### config.mk
export PLATFORM = sky130hd
export DESIGN_NAME = bitfusion_psum_accum
export DESIGN_NICKNAME = d
export VERILOG_FILES = /design/src/rtl/bitfusion_psum_accum.sv
export SDC_FILE = /design/constraint.sdc
export NUM_CORES = 2
export LEC_CHECK = 0
export ABC_AREA = 0
export CORE_AREA = 3 3 424 426
export DETAILED_ROUTE_END_ITERATION = 8
export DIE_AREA = 0 0 427 429
export PLACE_DENSITY_LB_ADDON = 0.15
export SLEW_MARGIN = 20
export SYNTH_ARGS = -nofsm -noshare
export SYNTH_HDL_FRONTEND = slang
export SYNTH_SLANG_ARGS = --single-unit
### constraint.sdc
create_clock -name clk -period 9.2 [get_ports clk]
set_input_delay 1.84 -clock clk [delete_from_list [all_inputs] [get_ports clk]]
set_output_delay 1.84 -clock clk [all_outputs]
set_load 0.1 [all_outputs]
### src/rtl/bitfusion_psum_accum.sv
// bitfusion_psum_accum: sign-extends fused psum lanes, accumulates them across K-tiles,
// and queues each finished group in a small output FIFO.
module bitfusion_psum_accum #(
    parameter int COL_WIDTH  = 11,
    parameter int ACC_WIDTH  = 48,
    parameter int FIFO_DEPTH = 4
) (
    input  logic                                 clk,
    input  logic                                 rst_n,
    input  logic [4*COL_WIDTH-1:0]               psum_in,
    input  logic                                 psum_valid,
    output logic                                 psum_ready,
    input  logic [1:0]                           lane_mode,
    input  logic                                 psum_first,
    input  logic                                 psum_last,
    output logic [4*ACC_WIDTH-1:0]               out_data,
    output logic                                 out_valid,
    input  logic                                 out_ready,
    output logic [$clog2(FIFO_DEPTH):0]          fifo_count,
    output logic                                 err
);
    localparam int PW = $clog2(FIFO_DEPTH);
    localparam int CW = PW + 1;

    typedef enum logic {IDLE, ACCUM} state_t;

    state_t                 state;
    logic [1:0]             mode_q, mode_eff;
    logic [ACC_WIDTH-1:0]   acc [4];
    logic [ACC_WIDTH-1:0]   ext [4];
    logic [ACC_WIDTH-1:0]   sum [4];
    logic [4*ACC_WIDTH-1:0] res;
    logic [4*ACC_WIDTH-1:0] mem [FIFO_DEPTH];
    logic [PW-1:0]          wr_ptr, rd_ptr;
    logic                   accept, bad_mode, enq, deq;

    assign psum_ready = fifo_count != CW'(FIFO_DEPTH);
    assign out_valid  = fifo_count != '0;
    assign out_data   = mem[rd_ptr];
    assign accept     = psum_valid && psum_ready;
    assign bad_mode   = psum_first && lane_mode == 2'd3;
    // A first beat decides its own mode; later beats use the mode latched with the group.
    assign mode_eff   = psum_first ? lane_mode : mode_q;
    assign enq        = accept && psum_last && !bad_mode && (psum_first || state == ACCUM);
    assign deq        = out_valid && out_ready;

    for (genvar k = 0; k < 4; k++) begin : g_lane
        logic [ACC_WIDTH-1:0] s0, s1, s2;
        assign s0 = ACC_WIDTH'($signed(psum_in[k*COL_WIDTH +: COL_WIDTH]));
        if (k < 2) begin : g_m1
            assign s1 = ACC_WIDTH'($signed(psum_in[k*2*COL_WIDTH +: 2*COL_WIDTH]));
        end else begin : g_m1z
            assign s1 = '0;
        end
        if (k == 0) begin : g_m2
            assign s2 = ACC_WIDTH'($signed(psum_in));
        end else begin : g_m2z
            assign s2 = '0;
        end
        assign ext[k] = mode_eff == 2'd0 ? s0 : mode_eff == 2'd1 ? s1 : mode_eff == 2'd2 ? s2 : '0;
        assign sum[k] = (psum_first ? '0 : acc[k]) + ext[k];
        assign res[k*ACC_WIDTH +: ACC_WIDTH] = sum[k];
    end

    always_ff @(posedge clk or negedge rst_n) begin
        if (!rst_n) begin
            state      <= IDLE;
            mode_q     <= '0;
            err        <= 1'b0;
            acc        <= '{default: '0};
            mem        <= '{default: '0};
            wr_ptr     <= '0;
            rd_ptr     <= '0;
            fifo_count <= '0;
        end else begin
            if (accept) begin
                if (bad_mode) begin
                    err   <= 1'b1;
                    state <= IDLE;
                end else if (psum_first) begin
                    if (state == ACCUM) err <= 1'b1;
                    mode_q <= lane_mode;
                    acc    <= sum;
                    state  <= psum_last ? IDLE : ACCUM;
                end else if (state == IDLE) begin
                    err <= 1'b1;
                end else begin
                    acc <= sum;
                    if (psum_last) state <= IDLE;
                end
            end
            if (enq) begin
                mem[wr_ptr] <= res;
                wr_ptr      <= wr_ptr + PW'(1);
            end
            if (deq) rd_ptr <= rd_ptr + PW'(1);
            fifo_count <= fifo_count + CW'(enq) - CW'(deq);
        end
    end
endmodule

==> implementation parameters <==
Parameter                              Value

Flow run
  Total of max-cap violations    0

Drt
  Router iterations before antenna repair    5
  Average wire per standard cell    20.3 um
  Remaining number of nets flagged by the antenna check after routing    0
  DR DRC count    0
  Drt total wl    165 mm
  Vias post-DR    around 40,000
  Vias per inst    4.92
  Detailed Route Iter0 Violations    between 2,000 and 3,000

Placed design
  Worst setup slack after placement    2.01 ns
  Placer congestion estimate    approximately 0.85
  Count of input and output buffers    249
  Area post-placement    roughly 58,000 um2
  Post-detail-place hpwl    roughly 110 mm
  Inst Count DP    7,900

STA
  RSZ-0062 raised after global routing    false
  Final hold vios    0
  Max-slew violation count    0
  Tightest slew margin relative to the limit    20.9%
  Shortest clock period the worst path allows after layout    6.52 ns
  Share of the clock period used by the worst path after layout    70.8%
  Min setup slack post-route    2.68 ns
  Total negative slack for setup checks    0 ns
  Post-Route Skew    between 0.03 and 0.04 ns
  Maximum clock frequency    approximately 150 MHz
  Tightest Pin Transition    1.18 ns
  Setup-failing EPs final    0

Global routing
  Total gr overflow    0
  First-pass GRT wire length    between 200 and 300 mm
  Pin count of the biggest net entering global routing    156
  Global-route usage over all layers    18.0%
  Antenna violations before repair    14
  Number of global-route vias before repair    40,797

Synthesis
  Area of the mapped netlist    52,700 um2
  Number of flops mapped to enable cells by yosys    0
  Synthesis-stage register bit count    971
  Sequential-to-total area share from yosys stat    46.1%
  Prevailing post-synth register cell    dfrtp_1
  Warnings from Yosys    0
  Net count after synthesis    5,850
  Count of cell types in the netlist    80
  Async set-reset flop share out of synthesis    100%
  Mean Syn Cell Area    9.41 um2
  Synthesized instance count    5,599

Die
  Vertical extent of the die    429 um
  Floorplan Core Area    176,000 um2
  Area of the die    183,000 um2
  Number of rows in the core area    154
  Num ports    250
  Width of the die    approximately 430 um
  Effective utilization at floorplan    29.9%

Power and ir drop
  IR drop worst, VDD    0.400 mV
  PwrDens    403 nW/um2
  Leak Pwr    0.0290 uW

Critical path
  CP Capture Point    mem[227]$_DFFE_PN0P_
  Data arrival time of the critical path    around 7.1 ns
  Path length in cells of the critical path    16
  Critical Path Slowest Stage Cell    nor2_1
  Max Fanout on Critical Path    65
  Minimum setup slack among reg-to-reg paths    3.99 ns
  Worst setup path class    input port to flip-flop
  Crit-path max cell delay    0.80 ns
  Cells along the critical path    buf_6 > mux2_2 > nor2_1 > or2_2 > nand2_1 > nand2_1 > ha_1 > and2_1 > nand3_1 > or3_1 > a211oi_1 > nor2_1 > o21ai_0 > a22oi_1 > mux2i_1 > o22ai_1
  Required time at the worst-slack endpoint    9.79 ns
  CP delay by family, top    simple AND/OR/NAND/NOR gates
  Critical Path Source Type    input port
  Worst path bufs/invs    1
  Critical path origin    psum_first
  Count of cells along the worst register-to-register path    15
  FF-to-FF End    mem[227]$_DFFE_PN0P_
  Worst Setup End Kind    flip-flop
  Worst R2R Start    mode_q[1]$_DFFE_PN0P_

CTS
  Number of buffers on the longest clock path    3
  CTS H-tree depth    3
  Setup repair bufs after CTS    0
  Clock transition at the registers of the reported paths    0.06 ns
  Total clock buffers created by CTS    around 120
  Post-cts sizing count    0
  Post-CTS Hold Fix Bufs    0
  CTS sink count    971
  Buffer type at the clock tree root    clkbuf_16
  Latest clock arrival within the worst-skew pair    0.75 ns
  CTS tree    yes

Layout
  Ratio of cells with drive above 1 in the final layout    11.2%
  Layout Area Growth over Synthesis    16.8%
  Fin area    61,600 um2
  Post-layout net count    around 6,000
  Final Non-Filler Cells    8,125
  Most common cell after layout, fill and taps aside    nand2_1
  Commonest cells after routing, fill and taps aside    nand2_1 (1,846), dfrtp_1 (969), o21ai_0 (436), nor2b_1 (253), clkdlybuf4s50_1 (244)

Outcome
  Status    finished clean

Worst hold path
  Type of the worst min-delay path    flip-flop to flip-flop
==> worst register-to-register path: stages, from the launching register on <==
cell and delay [ns]:
dfrtp_1 0.40, mux2_2 0.39, nor2_1 0.80, or2_2 0.43, nand2_1 0.10, nand2_1 0.08
ha_1 0.27, and2_1 0.20, nand3_1 0.10, or3_1 0.40, a211oi_1 0.40, nor2_1 0.18
o21ai_0 0.53, a22oi_1 0.19, mux2i_1 0.45, o22ai_1 0.16
==> metrics by stage <==
step / utilization, % / power (uW) / hold slack (ns)
CTS: 34.9 / 25200 / 0.469
finish: 35.0 / 24800 / 0.463
detailed placement: 32.7 / 20200 / 0.455
global route: 34.9 / 26300 / 0.480
floorplan: - / 16600 / 0.438
global placement: 32.7 / 20100 / 0.449
==> cell usage after synthesis, types with 10 or more instances <==
master	number	area [um2]
nor2_1	134	503
dfrtp_1	971	24300
or3_1	10	62.6
inv_1	51	191
a21oi_1	232	1160
clkbuf_1	284	1070
nor2b_1	255	1600
buf_1	54	203
o211ai_1	20	150
and3_1	11	68.8
o21bai_1	39	293
a21o_1	122	916
nand2_1	1846	6930
mux2_2	165	1860
xor2_1	68	596
a31oi_1	36	225
o21ai_0	436	2180
o21a_1	19	143
mux4_2	192	4320
and2_1	14	87.6
nand3_1	58	290
nor3_1	29	145
ha_1	194	2430
nand2b_1	20	125
xnor2_1	107	937
a211oi_1	22	165
mux2i_1	16	160
nand4_1	47	294
o31ai_1	22	165
==> metal layers <==
| layer | vias to the layer above | wire length [um] | GRT usage, % |
|---|---|---|---|
| met5 | - | 28 | 0 |
| li1 | 19315 | - | - |
| met4 | 4 | 5340 | 5.88 |
| met2 | 710 | 77100 | 29.3 |
| met3 | 229 | 6420 | 2.44 |
| met1 | 19739 | 76500 | 24.7 |
==> sequential cells by signal, indices dropped and copies added (netlist names) <==
signal / cells
state: 1
mode_q: 2
rd_ptr: 2
wr_ptr: 2
mem: 768
fifo_count: 3
err: 1
acc: 192
==> area by class of cell <==
type / instances / area (um2)
repair buffers: 303 / 3080
multi-input cells: 4235 / 27000
clock inverters: 51 / 718
clock buffers: 162 / 3290
inverters: 51 / 191
diodes: 12 / 30.0
flip-flops and latches: 971 / 24300
fillers: 18016 / 115000
well taps: 2340 / 2930
==> report_power, final <==
group          switching (uW)  internal (uW)
registers                 869           6010
clock network            1950           2890
logic                    9190           3910
==> cell families after synthesis <==
family,synth area share [%]
simple gates,19.7
compound gates,11.6
flops,46.1
buf+inv,2.81
mux,12.0
fa+ha+maj,4.80
xor+xnor,2.94
==> worst min-delay path by stage <==
stage,start,end,cells after the start
2_1_floorplan,acc[102]$_DFFE_PN0P_,acc[102]$_DFFE_PN0P_,2
6_report,err$_DFFE_PN0P_,err$_DFFE_PN0P_,1
3_3_place_gp,acc[118]$_DFFE_PN0P_,acc[118]$_DFFE_PN0P_,2
3_5_place_dp,acc[48]$_DFFE_PN0P_,acc[48]$_DFFE_PN0P_,2
4_1_cts,acc[48]$_DFFE_PN0P_,acc[48]$_DFFE_PN0P_,2
5_1_grt,mem[30]$_DFFE_PN0P_,mem[30]$_DFFE_PN0P_,2
(Power assumes the default switching activity.)
